### config.mk
export PLATFORM = sky130hd
export DESIGN_NAME = instr_encoder_fifo
export DESIGN_NICKNAME = d
export VERILOG_FILES = /design/src/rtl/instr_encoder_fifo.sv
export SDC_FILE = /design/constraint.sdc
export NUM_CORES = 1
export LEC_CHECK = 0
export ABC_AREA = 0
export ABC_CLOCK_PERIOD_IN_PS = 2500
export CAP_MARGIN = 10
export CORE_MARGIN = 5
export CORE_UTILIZATION = 40
export CTS_CLUSTER_DIAMETER = 150
export DETAILED_ROUTE_END_ITERATION = 7
export PLACE_DENSITY = 0.75
export SLEW_MARGIN = 30
export SYNTH_ARGS = -nofsm -noshare
export SYNTH_HDL_FRONTEND = slang
export SYNTH_SLANG_ARGS = --single-unit
### constraint.sdc
create_clock -name clk -period 2.5 [get_ports clk]
set_input_delay 0.375 -clock clk [delete_from_list [all_inputs] [get_ports clk]]
set_output_delay 0.375 -clock clk [all_outputs]
set_load 0.02 [all_outputs]
### src/rtl/instr_encoder_fifo.sv
`default_nettype none
// ============================================================================
// Module      : instr_encoder_fifo
// Description : Issue side of the vector-processor instruction path. Encodes
//               one-hot operation requests plus an operand field into 16-bit
//               instructions ({opcode, operand}) and buffers them in a small
//               FIFO. Buffered instructions go to fetch/decode through a
//               valid/ready handshake. Malformed (non-one-hot) requests are
//               rejected, flagged with a one-cycle pulse and counted.
//
// Ports       : clk          - single clock, all state on the rising edge
//               rst          - synchronous active-high reset
//               req_onehot   - VADD,VDOT,SMUL,SST,VLD,VST,SLL,SLH,J,NOP (9..0)
//               req_operand  - operand field, placed in instr[OPW-1:0]
//               req_valid    - request present
//               req_ready    - block can accept (= not full)
//               out_instr    - head instruction, {4'b1111,0} while empty
//               out_valid    - FIFO not empty
//               out_ready    - consumer takes head when out_valid is high
//               err_pulse    - registered pulse for a rejected request
//               err_count    - rejected-request counter, saturates at 255
//               level        - current occupancy, 0..DEPTH
//
// Revision    : 1.0 - initial release
// ============================================================================
module instr_encoder_fifo #(
    parameter int DEPTH    = 4,
    parameter int OPW      = 12,
    parameter int DROP_NOP = 0
) (
    input  logic                       clk,
    input  logic                       rst,
    input  logic [9:0]                 req_onehot,
    input  logic [OPW-1:0]             req_operand,
    input  logic                       req_valid,
    output logic                       req_ready,
    output logic [OPW+3:0]             out_instr,
    output logic                       out_valid,
    input  logic                       out_ready,
    output logic                       err_pulse,
    output logic [7:0]                 err_count,
    output logic [$clog2(DEPTH):0]     level
);

    localparam int AW = $clog2(DEPTH);
    localparam int LW = AW + 1;
    localparam int IW = OPW + 4;

    localparam logic [LW-1:0] c_full_level = LW'(DEPTH);
    localparam logic [IW-1:0] c_idle_instr = {4'b1111, {OPW{1'b0}}};
    localparam logic [3:0]    c_op_nop     = 4'b1111;

    logic [IW-1:0] r_mem [DEPTH];
    logic [AW-1:0] r_wr_ptr;
    logic [AW-1:0] r_rd_ptr;
    logic [LW-1:0] r_level;
    logic          r_err_pulse;
    logic [7:0]    r_err_count;

    logic [3:0]    w_opcode;
    logic          w_code_ok;
    logic          w_full;
    logic          w_empty;
    logic          w_accept;
    logic          w_push;
    logic          w_pop;
    logic          w_reject;
    logic          w_nop_drop;

    // Encoder: the case enumerates every legal one-hot pattern, so anything
    // falling through to the default (zero bits or several bits) is malformed.
    always_comb begin
        w_opcode  = c_op_nop;
        w_code_ok = 1'b1;
        case (req_onehot)
            10'b10_0000_0000: w_opcode = 4'b0000;  // VADD
            10'b01_0000_0000: w_opcode = 4'b0001;  // VDOT
            10'b00_1000_0000: w_opcode = 4'b0010;  // SMUL
            10'b00_0100_0000: w_opcode = 4'b0011;  // SST
            10'b00_0010_0000: w_opcode = 4'b0100;  // VLD
            10'b00_0001_0000: w_opcode = 4'b0101;  // VST
            10'b00_0000_1000: w_opcode = 4'b0110;  // SLL
            10'b00_0000_0100: w_opcode = 4'b0111;  // SLH
            10'b00_0000_0010: w_opcode = 4'b1000;  // J
            10'b00_0000_0001: w_opcode = c_op_nop; // NOP
            default: begin
                w_opcode  = c_op_nop;
                w_code_ok = 1'b0;
            end
        endcase
    end

    assign w_full     = (r_level == c_full_level);
    assign w_empty    = (r_level == '0);
    assign w_accept   = req_valid && !w_full;
    assign w_nop_drop = (DROP_NOP != 0) && (req_onehot == 10'b00_0000_0001);
    assign w_push     = w_accept && w_code_ok && !w_nop_drop;
    assign w_reject   = w_accept && !w_code_ok;
    // Popping while empty is impossible since out_valid is low then.
    assign w_pop      = !w_empty && out_ready;

    // Storage needs no reset: entries are only visible between the write and
    // pointer bookkeeping, which is itself reset.
    always_ff @(posedge clk) begin
        if (w_push) begin
            r_mem[r_wr_ptr] <= {w_opcode, req_operand};
        end
    end

    // Pointers wrap naturally because DEPTH is a power of two.
    always_ff @(posedge clk) begin
        if (rst) begin
            r_wr_ptr <= '0;
            r_rd_ptr <= '0;
            r_level  <= '0;
        end else begin
            if (w_push) begin
                r_wr_ptr <= r_wr_ptr + 1'b1;
            end
            if (w_pop) begin
                r_rd_ptr <= r_rd_ptr + 1'b1;
            end
            case ({w_push, w_pop})
                2'b10:   r_level <= r_level + 1'b1;
                2'b01:   r_level <= r_level - 1'b1;
                default: r_level <= r_level;
            endcase
        end
    end

    always_ff @(posedge clk) begin
        if (rst) begin
            r_err_pulse <= 1'b0;
            r_err_count <= '0;
        end else begin
            r_err_pulse <= w_reject;
            if (w_reject && (r_err_count != 8'hFF)) begin
                r_err_count <= r_err_count + 1'b1;
            end
        end
    end

    // The head slot is never the write target while data is present, so the
    // presented instruction stays stable under back-pressure.
    assign out_instr = w_empty ? c_idle_instr : r_mem[r_rd_ptr];
    assign out_valid = !w_empty;
    assign req_ready = !w_full;
    assign err_pulse = r_err_pulse;
    assign err_count = r_err_count;
    assign level     = r_level;

endmodule
`default_nettype wire

==> metrics.txt, run 1 <==
TritonCTS clock tree done; hpwl dp 5014 µm; required time worst endpoint 2.78 ns; Ys Warns 0; Die H 104.9 µm; R2R Setup Slk 0.14 ns; sequential area share after synthesis 0.6340; CP most frequent cell or3_1; Antenna Diode Count 0; largest net degree at the start of global routing 19; Mapped Nets 279; antenna viol nets, final 0; CP max-delay cell or4_4; Setup crit end kind flop; Final nets 381; status completed; cts bufs inserted 9; Post-synth EDFFs 64; first-pass GRT wire length 11190 µm; commonest non-fill, non-tap cell in the layout edfxtp_1; cell area after layout 4865 µm²; CP Launch Type input port; f_max 412.0 MHz; worst-path fanout max 2; via count 2301; fillers 730; Peak VDD IR 0.3594 mV; First DRT Iteration DRCs 53; most frequent cells in the layout edfxtp_1, buf_4, clkdlybuf4s50_1; worst-path cell chain buf_6 > or4_4 > or3_1 > o22a_2 > a21oi_4 > inv_1 > ha_2 > inv_2 > fa_2 > xor2_1 > or3_1 > a21oi_2; clock slew at reported path FFs 0.08 ns; Layout area overhead 35.14%; ys flop type edfxtp_1; WL/cell 14.94 µm; Final Power 2.583 mW; P_leak 1.805 nW; max-slew violations 0; core area 8763 µm²; layout cells sized above 1 0.3003; # DRC 0; H-tree levels 3; Period minus WS final 2.427 ns; vias in the first global route 2286; skew final 0.008365 ns; Netlist cell types 45; Comb pwr share 0.069; cts hold-fix bufs 0; initial core utilization 0.4108; RSZ-0062 raised after global routing yes; Final TNS setup 0 ns; cell area after synthesis 3600 µm²; Least-Margin Pin Slew 0.7817 ns; Setup WS pre-CTS -0.5975 ns; CP Depth 12; switching part of the total 0.2129; Port Buffer Count 55; Final GP Congestion 0.7871; I/O Pins 56; cells on worst reg2reg path 10; count of final hold-check violations 0; FF+latch count, synth 82; site row count 34; DR vias/cell 4.991; CP top delay family simple AND/OR/NAND/NOR gates; max-cap viol count 0; Final Util 0.5551; kind of critical path in2reg; Cell Count Post-Placement 443; global route overflow 0; gr usage total 0.1272; post-synthesis instance total 246; P_int 2.033 mW; fin crit share 0.9708; Buf/Inv on CP 3; initial antenna violation count 0; Worst-Skew Late Latency 0.34 ns; hold crit path type reg2reg; CTS Buffer Depth 2; syn avg cell area 14.63 µm²; dpl cell area 4636 µm²; final WL 6886 µm; Final Instance Count excl. Fillers 461; Crit path largest cell delay 0.53 ns; setup violators final 0; DIE WIDTH 104.9 µm; Hold Path Cell Cnt 2; Clock Sinks 82; root buf cell clkbuf_8; die area 11000 µm²; NetSw 0.5499 mW; hold_ws 0.5283 ns; power per cell area 530.9 nW/µm²; Seq pwr share 0.571; Pre-antenna DRT Iters 4; ys async rst share 0; Slew headroom 0.4722; WP data arrival 2.71 ns; Final WS setup 0.07288 ns; clock power share 0.360
==> final cells by class <==
class | instances | area [µm²] | area share
well taps | 108 | 135.1 | 0.02778
multi-input cells | 146 | 1284 | 0.2639
inverters | 9 | 33.78 | 0.006944
clock buffers | 9 | 123.9 | 0.02546
clock inverters | 7 | 75.07 | 0.01543
flip-flops and latches | 82 | 2282 | 0.4691
repair buffers | 100 | 930.9 | 0.1914
==> cell families (layout without fill, tap and decap cells) <==
family                     after synthesis  in the layout  synth area share
AOI/OAI and AO/OA                       30             30           0.05562
DFF                                     82             82            0.6340
and+or+nand+nor                         78             78            0.1269
adders and majority gates                7              7           0.02642
xor gates and xnor gates                13             13           0.03163
muxes                                   18             18            0.1057
buffers and inverters                   18            125           0.01981
==> synthesized netlist by cell type (2+ instances only) <==
cell type  instances  area, µm²
edfxtp_1          64       1922
nor2_1            21      78.83
dfxtp_1           18      360.4
mux4_2            16      360.4
and2_1            14      87.58
o21ai_0           12      60.06
xor2_1            11      96.34
inv_1              9      33.78
clkbuf_1           6      22.52
ha_1               6      75.07
a21oi_1            5      25.02
or2_2              5      31.28
and2_2             4      30.03
nand2_1            4      15.01
nand3_1            4      20.02
or3_1              4      25.02
buf_2              3      15.01
nand4_1            3      18.77
nor2b_1            3      18.77
nor3_1             3      15.01
a211oi_1           2      15.01
a31oi_1            2      12.51
mux2i_1            2      20.02
nand4b_1           2      17.52
or4_1              2      15.01
xnor2_1            2      17.52
==> tightest hold or removal path, stage by stage, from the launching register on <==
cell and delay [ns]:
dfxtp_1 0.34, o21ai_0 0.08, a21oi_1 0.06
==> registers in the layout, summed over array words and instances (netlist names), named ones only <==
register and flops:
err_count 8, err_pulse 1, level 3, r_mem 64, r_rd_ptr 2, r_wr_ptr 2
==> metal layers <==
metal	GRT usage	wire length [µm]	vias to the layer above
met5	0	0	-
met4	0.02192	32	0
met3	0.04747	376	2
met2	0.2145	3427	62
met1	0.1592	3049	1105
li1	-	-	1132
==> path summary, 6_finish.rpt <==
check | from | end
setup / recovery | req_onehot[5] | level[2]$_SDFFE_PP0P_
hold / removal | err_count[7]$_SDFFE_PP0P_ | err_count[7]$_SDFFE_PP0P_
setup reg to reg | level[1]$_SDFFE_PP0P_ | level[2]$_SDFFE_PP0P_
hold reg to reg | err_count[7]$_SDFFE_PP0P_ | err_count[7]$_SDFFE_PP0P_
==> power by group through the flow <==
stage	Sequential (mW)	Clock (mW)	Combinational [mW]
3_5_place_dp	1.51	0	0.179
4_1_cts	1.47	0.962	0.176
6_report	1.47	0.930	0.178
3_3_place_gp	1.51	0	0.176
5_1_grt	1.48	1.03	0.192
2_1_floorplan	1.51	0	0.0614
==> what timing repair did <==
action / in CTS / in global routing
pin swaps: 8 / 4
endpoints found under the setup margin: 19 / 4
resized for setup: 33 / 9
buffers inserted: 2 / 0
No activity file was read; power rests on OpenSTA's default activity.
==> run 2, diff against run 1 <==
--- a/config.mk
+++ b/config.mk
@@ -7,13 +7,11 @@
 export LEC_CHECK = 0
 export ABC_AREA = 0
 export ABC_CLOCK_PERIOD_IN_PS = 2500
-export CAP_MARGIN = 10
 export CORE_MARGIN = 5
 export CORE_UTILIZATION = 40
 export CTS_CLUSTER_DIAMETER = 150
 export DETAILED_ROUTE_END_ITERATION = 7
 export PLACE_DENSITY = 0.75
-export SLEW_MARGIN = 30
 export SYNTH_ARGS = -nofsm -noshare
 export SYNTH_HDL_FRONTEND = slang
 export SYNTH_SLANG_ARGS = --single-unit
==> results of run 2 <==
Final layout, timing and power as in run 1 (identical DEF).
==> run 3, diff against run 2 <==
--- a/config.mk
+++ b/config.mk
@@ -8,10 +8,10 @@
 export ABC_AREA = 0
 export ABC_CLOCK_PERIOD_IN_PS = 2500
 export CORE_MARGIN = 5
-export CORE_UTILIZATION = 40
+export CORE_UTILIZATION = 31
 export CTS_CLUSTER_DIAMETER = 150
 export DETAILED_ROUTE_END_ITERATION = 7
-export PLACE_DENSITY = 0.75
+export PLACE_DENSITY = 0.63
 export SYNTH_ARGS = -nofsm -noshare
 export SYNTH_HDL_FRONTEND = slang
 export SYNTH_SLANG_ARGS = --single-unit
==> run 3 against run 2 <==
Non-clock buffer count up 2; largest cell class unchanged; highest routed layer unchanged; critical endpoint unchanged; sequential share of layout area down 2.0 points; global-route usage decreased by 1.9 points; final area increased by 4.4%; combinational power hardly changed.
==> metrics.txt, run 3 (same netlist as run 1, synthesis figures left out) <==
Antenna Diode Count 0 (unchanged); Crit path largest cell delay 0.53 ns (about the same); f_max 400.6 MHz (was 412.0 MHz); cts bufs inserted 9 (unchanged); switching part of the total 0.1951 (was 0.2129); skew final 0.002592 ns (was 0.008365 ns); CTS Buffer Depth 2 (unchanged); status completed (unchanged); commonest non-fill, non-tap cell in the layout edfxtp_1 (unchanged); Clock Sinks 82 (unchanged); setup violators final 0 (unchanged); worst-path cell chain buf_6 > or4_4 > or3_1 > o22a_2 > a21oi_4 > inv_2 > ha_4 > inv_2 > fa_2 > xor2_2 > or3_1 > a21oi_2 (was buf_6 > or4_4 > or3_1 > o22a_2 > a21oi_4 > inv_1 > ha_2 > inv_2 > fa_2 > xor2_1 > or3_1 > a21oi_2); Most flops, register r_mem (unchanged); Layout area overhead 41.05% (was 35.14%); Final Instance Count excl. Fillers 497 (was 461); worst-path fanout max 2 (unchanged); P_int 2.439 mW (was 2.033 mW); Comb pwr share 0.059 (was 0.069); max-cap viol count 0 (unchanged); TritonCTS clock tree done (unchanged); Largest register FFs 64 (unchanged); largest net degree at the start of global routing 19 (unchanged); vias in the first global route 2460 (was 2286); root buf cell clkbuf_16 (was clkbuf_8); Port Buffer Count 55 (unchanged); CP Launch Type input port (unchanged); Worst-Skew Late Latency 0.32 ns (was 0.34 ns); layout cells sized above 1 0.3079 (was 0.3003); Cell Count Post-Placement 478 (was 443); site row count 39 (was 34); Pre-antenna DRT Iters 4 (unchanged); via count 2334 (was 2301); max-slew violations 0 (unchanged); core area 11420 µm² (was 8763 µm²); clock power share 0.454 (was 0.360); Final TNS setup 0 ns (unchanged); fin crit share 0.9985 (was 0.9708); RSZ-0062 raised after global routing yes (unchanged); Final nets 383 (was 381); First DRT Iteration DRCs 73 (was 53); final WL 7461 µm (was 6886 µm); die area 13870 µm² (was 11000 µm²); Least-Margin Pin Slew 0.7713 ns (was 0.7817 ns); CP top delay family simple AND/OR/NAND/NOR gates (unchanged); global route overflow 0 (unchanged); Setup crit end kind flop (unchanged); initial antenna violation count 0 (unchanged); NetSw 0.5913 mW (was 0.5499 mW); first-pass GRT wire length 12120 µm (was 11190 µm); initial core utilization 0.3153 (was 0.4108); count of final hold-check violations 0 (unchanged); DIE WIDTH 117.8 µm (was 104.9 µm); WL/cell 15.01 µm (was 14.94 µm); Final GP Congestion 0.7721 (was 0.7871); Final Power 3.031 mW (was 2.583 mW); most frequent cells in the layout edfxtp_1, buf_4, clkdlybuf4s50_1 (unchanged); Period minus WS final 2.496 ns (was 2.427 ns); clock slew at reported path FFs 0.06 ns (was 0.08 ns); CP max-delay cell or4_4 (unchanged); Slew headroom 0.4793 (was 0.4722); I/O Pins 56 (unchanged); Seq pwr share 0.488 (was 0.571); DR vias/cell 4.696 (was 4.991); hold crit path type reg2reg (unchanged); gr usage total 0.1079 (was 0.1272); WP data arrival 2.76 ns (was 2.71 ns); H-tree levels 3 (unchanged); Die H 117.8 µm (was 104.9 µm); # DRC 0 (unchanged); kind of critical path in2reg (unchanged); cts hold-fix bufs 0 (unchanged); P_leak 1.995 nW (was 1.805 nW); Buf/Inv on CP 3 (unchanged); power per cell area 596.9 nW/µm² (was 530.9 nW/µm²); antenna viol nets, final 0 (unchanged); hpwl dp 5143 µm (was 5014 µm); Peak VDD IR 0.4225 mV (was 0.3594 mV); fillers 1054 (was 730); required time worst endpoint 2.76 ns (was 2.78 ns)
run 3: worst register-to-register path, stage by stage, from the launching register on:
cell,delay (ns)
dfxtp_1,0.38
or3b_2,0.49
nand2_1,0.17
a21oi_4,0.05
inv_2,0.08
ha_4,0.13
inv_2,0.04
fa_2,0.35
xor2_2,0.19
or3_1,0.38
a21oi_2,0.13
run 3: path summary, 6_finish.rpt:
kind	startpoint	endpoint	slack, ns	cells after the start
worst max-delay path	req_onehot[2]	level[2]$_SDFFE_PP0P_	0.004	12
worst min-delay path	err_count[5]$_SDFFE_PP0P_	err_count[5]$_SDFFE_PP0P_	0.52	2
worst max register to register	level[2]$_SDFFE_PP0P_	level[2]$_SDFFE_PP0P_	0.05	10
worst min register to register	err_count[5]$_SDFFE_PP0P_	err_count[5]$_SDFFE_PP0P_	0.52	2
run 3: stage by stage:
step | instance area (µm²) | util | hold slack [ns] | worst slack [ns]
2_1_floorplan | 3602 | - | 0.4739 | -0.1113
3_3_place_gp | 4679 | 0.4098 | 0.4861 | -0.5195
3_5_place_dp | 4679 | 0.4098 | 0.4991 | -0.6036
4_1_cts | 5000 | 0.4379 | 0.5188 | -0.003798
5_1_grt | 5077 | 0.4447 | 0.5606 | -0.09170
6_report | 5077 | 0.4447 | 0.5248 | 0.003690
run 3: routing by layer:
layer,vias up,wire length [µm],part of all wire,track usage
met1,1128,3498,0.47,0.1375
met4,0,44,0.0059,0.02366
met5,-,0,0,0
met2,63,3600,0.48,0.1803
met3,4,317,0.042,0.03412
li1,1139,-,-,-
run 3: final cells by class:
cell class	count	area [µm²]	area share
clock buffer	9	225.2	0.04436
tap	143	178.9	0.03524
timing repair buffer	102	973.4	0.1917
clock inverter	6	91.34	0.01799
multi-input combinational	146	1292	0.2546
sequential	82	2282	0.4495
inverter	9	33.78	0.006654
run 3: what timing repair did:
action | CTS | global route
endpoints found under the setup margin | 19 | 11
buffers inserted | 2 | 2
pin swaps | 7 | 8
resized for setup | 25 | 24
run 3: power by group through the flow:
| stage | Combinational (mW) | Clock, mW | Sequential, mW |
|---|---|---|---|
| after CTS | 0.177 | 1.41 | 1.48 |
| after global routing | 0.196 | 1.48 | 1.48 |
| after floorplan | 0.0614 | 0 | 1.51 |
| final | 0.178 | 1.38 | 1.48 |
| after detailed placement | 0.180 | 0 | 1.51 |
| after global placement | 0.178 | 0 | 1.51 |
